$ cat config.mk
export PLATFORM = sky130hd
export DESIGN_NAME = snake_body_flat
export DESIGN_NICKNAME = d
export VERILOG_FILES = /design/src/rtl/snake_body_if.sv /design/src/rtl/snake_body.sv /design/src/flat_wrapper.sv
export SDC_FILE = /design/constraint.sdc
export NUM_CORES = 2
export LEC_CHECK = 0
export ABC_AREA = 1
export BUFFER_PORTS_ARGS = -buffer_cell sky130_fd_sc_hd__buf_2
export CORE_UTILIZATION = 55
export CTS_CLUSTER_DIAMETER = 30
export DETAILED_ROUTE_END_ITERATION = 10
export PLACE_DENSITY = 0.71
export REMOVE_ABC_BUFFERS = 1
export SLEW_MARGIN = 20
export SYNTH_ARGS = -nofsm -noshare
export SYNTH_HDL_FRONTEND = slang
export SYNTH_SLANG_ARGS = --single-unit
$ cat constraint.sdc
create_clock -name CLOCK_50 -period 6.35 [get_ports CLOCK_50]
set_input_delay 1.5875 -clock CLOCK_50 [delete_from_list [all_inputs] [get_ports CLOCK_50]]
set_output_delay 1.5875 -clock CLOCK_50 [all_outputs]
set_load 0.01 [all_outputs]
$ cat src/rtl/snake_body_if.sv
// Head, pixel and colour signals between the snake body and its neighbours.
// master drives head position, game state and pixel scan; slave is the body block.
interface snake_body_if;
  logic [11:0] head_x;
  logic [11:0] head_y;
  logic        game_over_in;
  logic        grow;
  logic [11:0] x;
  logic [11:0] y;
  logic        body_on;
  logic [7:0]  vga_r;
  logic [7:0]  vga_g;
  logic [7:0]  vga_b;
  logic        self_hit;
  logic [4:0]  length;

  modport master (
    output head_x, head_y, game_over_in, grow, x, y,
    input  body_on, vga_r, vga_g, vga_b, self_hit, length
  );

  modport slave (
    input  head_x, head_y, game_over_in, grow, x, y,
    output body_on, vga_r, vga_g, vga_b, self_hit, length
  );
endinterface

$ cat src/rtl/snake_body.sv
// Snake body tracker: shifts segment history on each head move, handles growth,
// detects head-into-body collision and renders body pixels for the VGA scan.
module snake_body #(
  parameter int unsigned MAX_LEN   = 16,
  parameter int unsigned INIT_LEN  = 3,
  parameter int unsigned SEG_SIZE  = 20,
  parameter int unsigned MOVE_STEP = 10,
  parameter int unsigned HEAD_X0   = 310,
  parameter int unsigned HEAD_Y0   = 230
) (
  input  logic         CLOCK_50,
  input  logic         SW,
  snake_body_if.slave  bus
);

  localparam int unsigned CW = 12;
  localparam int unsigned LW = 5;
  localparam int unsigned BW = 13;

  logic [CW-1:0] seg_x_q [MAX_LEN];
  logic [CW-1:0] seg_y_q [MAX_LEN];
  logic [CW-1:0] seg_x_d [MAX_LEN];
  logic [CW-1:0] seg_y_d [MAX_LEN];
  logic [CW-1:0] prev_x_q, prev_x_d;
  logic [CW-1:0] prev_y_q, prev_y_d;
  logic [LW-1:0] len_q, len_d;
  logic          grow_pend_q, grow_pend_d;
  logic          self_hit_q, self_hit_d;

  logic frozen_c;
  logic move_c;
  logic hit_c;
  logic body_on_c;

  // Next-state: shift on a move, grow bookkeeping, sticky collision.
  always_comb begin
    seg_x_d     = seg_x_q;
    seg_y_d     = seg_y_q;
    prev_x_d    = prev_x_q;
    prev_y_d    = prev_y_q;
    len_d       = len_q;
    grow_pend_d = grow_pend_q;
    self_hit_d  = self_hit_q;
    hit_c       = 1'b0;

    frozen_c = bus.game_over_in | self_hit_q;
    move_c   = !frozen_c && ((bus.head_x != prev_x_q) || (bus.head_y != prev_y_q));

    // Tail segment is excluded: it vacates on the same move.
    for (int i = 0; i < MAX_LEN; i++) begin
      if (((LW'(i) + LW'(1)) < len_q) &&
          (seg_x_q[i] == bus.head_x) && (seg_y_q[i] == bus.head_y))
        hit_c = 1'b1;
    end

    if (move_c) begin
      seg_x_d[0] = prev_x_q;
      seg_y_d[0] = prev_y_q;
      for (int i = 1; i < MAX_LEN; i++) begin
        seg_x_d[i] = seg_x_q[i-1];
        seg_y_d[i] = seg_y_q[i-1];
      end
      prev_x_d = bus.head_x;
      prev_y_d = bus.head_y;
      if ((grow_pend_q || bus.grow) && (len_q < LW'(MAX_LEN)))
        len_d = len_q + LW'(1);
      grow_pend_d = 1'b0;
      if (hit_c)
        self_hit_d = 1'b1;
    end else if (!frozen_c && bus.grow) begin
      grow_pend_d = 1'b1;
    end
  end

  always_ff @(posedge CLOCK_50 or negedge SW) begin
    if (!SW) begin
      for (int i = 0; i < MAX_LEN; i++) begin
        seg_x_q[i] <= CW'(HEAD_X0 - MOVE_STEP * (32'(i) + 32'd1));
        seg_y_q[i] <= CW'(HEAD_Y0);
      end
      prev_x_q    <= CW'(HEAD_X0);
      prev_y_q    <= CW'(HEAD_Y0);
      len_q       <= LW'(INIT_LEN);
      grow_pend_q <= 1'b0;
      self_hit_q  <= 1'b0;
    end else begin
      seg_x_q     <= seg_x_d;
      seg_y_q     <= seg_y_d;
      prev_x_q    <= prev_x_d;
      prev_y_q    <= prev_y_d;
      len_q       <= len_d;
      grow_pend_q <= grow_pend_d;
      self_hit_q  <= self_hit_d;
    end
  end

  // Pixel hit test; bounds widened by one bit so seg+SEG_SIZE cannot wrap.
  always_comb begin
    body_on_c = 1'b0;
    for (int i = 0; i < MAX_LEN; i++) begin
      if ((LW'(i) < len_q) &&
          ({1'b0, bus.x} >= {1'b0, seg_x_q[i]}) &&
          ({1'b0, bus.x} <  ({1'b0, seg_x_q[i]} + BW'(SEG_SIZE))) &&
          ({1'b0, bus.y} >= {1'b0, seg_y_q[i]}) &&
          ({1'b0, bus.y} <  ({1'b0, seg_y_q[i]} + BW'(SEG_SIZE))))
        body_on_c = 1'b1;
    end
  end

  assign bus.body_on  = body_on_c;
  assign bus.vga_r    = 8'd0;
  assign bus.vga_g    = body_on_c ? 8'd128 : 8'd0;
  assign bus.vga_b    = 8'd0;
  assign bus.self_hit = self_hit_q;
  assign bus.length   = len_q;

endmodule
$ cat src/flat_wrapper.sv
// flat-port wrapper written by rule: the top's interface ports become plain ports
module snake_body_flat 
#(
  parameter int unsigned MAX_LEN   = 16,
  parameter int unsigned INIT_LEN  = 3,
  parameter int unsigned SEG_SIZE  = 20,
  parameter int unsigned MOVE_STEP = 10,
  parameter int unsigned HEAD_X0   = 310,
  parameter int unsigned HEAD_Y0   = 230
)
  (CLOCK_50, SW, bus_head_x, bus_head_y, bus_game_over_in, bus_grow, bus_x, bus_y, bus_body_on, bus_vga_r, bus_vga_g, bus_vga_b, bus_self_hit, bus_length);
  snake_body_if bus_i ();
  input  logic CLOCK_50;
  input  logic SW;
  input wire logic [$bits(bus_i.head_x)-1:0] bus_head_x;
  input wire logic [$bits(bus_i.head_y)-1:0] bus_head_y;
  input wire logic [$bits(bus_i.game_over_in)-1:0] bus_game_over_in;
  input wire logic [$bits(bus_i.grow)-1:0] bus_grow;
  input wire logic [$bits(bus_i.x)-1:0] bus_x;
  input wire logic [$bits(bus_i.y)-1:0] bus_y;
  output wire logic [$bits(bus_i.body_on)-1:0] bus_body_on;
  output wire logic [$bits(bus_i.vga_r)-1:0] bus_vga_r;
  output wire logic [$bits(bus_i.vga_g)-1:0] bus_vga_g;
  output wire logic [$bits(bus_i.vga_b)-1:0] bus_vga_b;
  output wire logic [$bits(bus_i.self_hit)-1:0] bus_self_hit;
  output wire logic [$bits(bus_i.length)-1:0] bus_length;
  assign bus_i.head_x = bus_head_x;
  assign bus_i.head_y = bus_head_y;
  assign bus_i.game_over_in = bus_game_over_in;
  assign bus_i.grow = bus_grow;
  assign bus_i.x = bus_x;
  assign bus_i.y = bus_y;
  assign bus_body_on = bus_i.body_on;
  assign bus_vga_r = bus_i.vga_r;
  assign bus_vga_g = bus_i.vga_g;
  assign bus_vga_b = bus_i.vga_b;
  assign bus_self_hit = bus_i.self_hit;
  assign bus_length = bus_i.length;
  snake_body #(.MAX_LEN(MAX_LEN), .INIT_LEN(INIT_LEN), .SEG_SIZE(SEG_SIZE), .MOVE_STEP(MOVE_STEP), .HEAD_X0(HEAD_X0), .HEAD_Y0(HEAD_Y0)) u_core (.CLOCK_50(CLOCK_50), .SW(SW), .bus(bus_i));
endmodule
==> impl_metrics.csv <==
group,metric,value,unit
sta,clock_skew,0.0295,ns
logic_synthesis,ys.flop_type,"dfrtp_1",
critical_path,cp-start-kind,"input port",
logic_synthesis,avgSynthCellArea,7.39,um^2
placement,portBuffers,59,
clock_network,cts.sinks,415,
placement,placed_cell_area,44400,um^2
critical_path,path_cells,"buf_2 -> buf_12 -> ha_1 -> a21oi_1 -> o21a_1 -> nand4_1 -> nand3_1 -> nor2_2 -> nand2_1 -> nand4_1 -> nor2_1 -> nand3_1 -> buf_2",
final_layout,nNetsFinal,6713,
logic_synthesis,synth_cell_types,47,
sta,timing.final.ws_setup,-0.00736,ns
route,drt-initial-drc-count,4573,
final_layout,nFillCells,7049,
critical_path,critPathArrivalTime,4.77,ns
floorplanning,fp.dieH,281,um
floorplanning,rows,102,
clock_network,clockRootBuffer,"clkbuf_16",
clock_network,h-tree-depth,4,
logic_synthesis,synth_common_cells,"nand2_1 (1338), ha_1 (738), inv_1 (642), nor2_1 (427), a21oi_1 (335)",
sta,final_hold_viol_count,0,
route,wl_per_cell,26.9,um
floorplanning,dieWidth,281,um
route,ant_nets,0,
sta,setup_viol,2,
min_path,holdCritPathClass,"reg2reg",
sta,drv_slew,0,
power_and_ir_drop,power_density,259,nW/um^2
logic_synthesis,synth_most_common_cell,"nand2_1",
global_routing,grt_pass1_wl,275,mm
route,wl,190,mm
global_routing,grt_max_degree,201,
logic_synthesis,yosysTopAreaCellShare,0.215,
global_routing,grt_pass1_vias,42200,
final_layout,syn_to_final_growth,14.9,%
logic_synthesis,synth_cells,5803,
logic_synthesis,synth_area_leaders,"ha_1 (22%), dfrtp_1 (15%), nand2_1 (12%)",
final_layout,drive_above_1_share,0.110,
status,status,"complete, but fails checks",
placement,place_congestion,1.07,
global_routing,grt-ovfl-total,0,
final_layout,design_area,49300,um^2
logic_synthesis,yosys.area.top_type,"ha_1",
logic_synthesis,syn_area,42900,um^2
logic_synthesis,yosysSeqAreaShare,0.247,
clock_network,max-clock-path-buffers,3,
route,route.detailed.drc,0,
power_and_ir_drop,p_leak,25.0,nW
floorplanning,fp.dieArea,79100,um^2
global_routing,grt_use_total,0.480,
sta,tightest_slew,1.27,ns
power_and_ir_drop,peakVddDrop,258,uV
sta,rsz0062_at_grt,"no",
run,maxCapViolations,0,
logic_synthesis,synth-seq-cells,415,
clock_network,clock_latency,0.74,ns
clock_network,post_cts_buffers,0,
critical_path,crit_slowest_cell,"nand4_1",
sta,timing.slew.headroom,0.144,
critical_path,slowest_delay,0.50,ns
sta,fin_crit_sh,1.00,
critical_path,crit_type,"in2out",
final_layout,final_util,0.637,
critical_path,cp_max_fo,22,
critical_path,cp_data_required_time,4.76,ns
clock_network,cts_made_buffers,134,
sta,fin_crit,6.36,ns
placement,dp_hpwl,141,mm
sta,fmax,157,MHz
clock_network,cts.hold.buffers_added,0,
route,via_per_inst,6.24,
floorplanning,initial_core_util,0.554,
clock_network,tritoncts,"built",
route,vias,44100,
critical_path,end_kind,"primary output",
floorplanning,ioPinCount,83,
route,first_pass_iters,8,
logic_synthesis,synth_edf_count,0,
sta,fin_setup_tns,-0.0137,ns
status,violations,"negative setup slack",
logic_synthesis,ys_async_sr_fraction,1.00,
global_routing,antenna_found_initial,6,
floorplanning,coreArea,77300,um^2
logic_synthesis,ys_warn_count,0,
clock_network,clkSlewWorstSetupHoldPaths,0.04,ns
per-layer routing:
metal  global-route usage  vias up  part of all wire
met5                    0        -                 0
li1                     -    19900                 -
met1                0.531    20600              0.35
met2                0.746     2761              0.43
met3                0.134      965              0.11
met4                0.444        0              0.11
power by group:
group | internal (W) | total (W) | switching [W]
clock network | 0.00503 | 0.00713 | 0.00210
logic | 0.000844 | 0.00254 | 0.00169
registers | 0.00283 | 0.00309 | 0.000262
path summary, 6_finish.rpt:
check	to	cells past startpoint	slack, ns	from
worst max-delay path	bus_body_on	13	-0.007	bus_y[11]
worst min-delay path	u_core.seg_y_q[37]	2	0.48	u_core.seg_y_q[37]
worst max register to register	u_core.bus.self_hit	10	3.18	u_core.bus.length[0]
worst min register to register	u_core.seg_y_q[37]	2	0.48	u_core.seg_y_q[37]
max in group asynchronous	u_core.seg_x_q[128]	2	4.10	SW
min in group asynchronous	u_core.seg_y_q[28]	1	0.84	SW
logic make-up (layout without fill, tap and decap cells):
family | count (synthesis) | after routing | share of synthesized area
compound gates | 1125 | 1125 | 0.151
xor+xnor | 372 | 372 | 0.0760
fa+ha+maj | 738 | 738 | 0.215
buf+inv | 868 | 1080 | 0.0884
flops | 415 | 415 | 0.247
other cells | 1 | 26 | 0.0000875
simple gates | 2284 | 2284 | 0.222
layout by cell type (no fill, tap or decap), drive strengths merged, types with 182 or more instances in the layout:
cell / instances
xor2: 296
o21ai: 544
clkbuf: 182
nand2: 1339
inv: 652
a21oi: 335
nor2: 428
ha: 738
nand3: 218
dfrtp: 260
buf: 182
critical path: cells and delay by family:
| kind | cells | cell delay [ns] |
|---|---|---|
| AOI/OAI and AO/OA | 2 | 0.29 |
| adders and majority gates | 1 | 0.28 |
| buffers and inverters | 3 | 0.98 |
| and+or+nand+nor | 7 | 1.59 |
final cells by class:
type                       instances  area, um^2  area share
multi-input combinational       4542       28600       0.581
timing repair buffer             182        1480      0.0300
tap                             1040        1300      0.0264
inverter                         648        2430      0.0494
antenna                            3        7.51    0.000152
clock buffer                     182        3840      0.0779
clock inverter                    68        1000      0.0204
sequential                       415       10600       0.215
stage by stage:
step | setup slack, ns | hold WS (ns) | instances | power, W
after CTS | 0.0536 | 0.480 | 7076 | 0.0127
final | -0.00736 | 0.483 | 7080 | 0.0128
after detailed placement | 0.0659 | 0.474 | 6826 | 0.00553
after floorplan | -6.22 | 0.462 | 5605 | 0.00447
after global routing | 0.0564 | 0.493 | 7077 | 0.0132
after global placement | 0.0723 | 0.470 | 6826 | 0.00549
flip-flops by register name, summed over array words and instances (netlist names):
name                 count
u_core.bus.length        5
u_core.prev_y_q         12
u_core.grow_pend_q       1
u_core.prev_x_q         12
u_core.seg_y_q         192
u_core.bus.self_hit      1
u_core.seg_x_q         192
repair_timing:
item / 4_1_cts / 5_1_grt
gates resized for setup: 0 / 3
setup endpoints to repair: 0 / 2
endpoints found under the hold margin: 0 / 0
No activity file was read; power rests on OpenSTA's default activity.
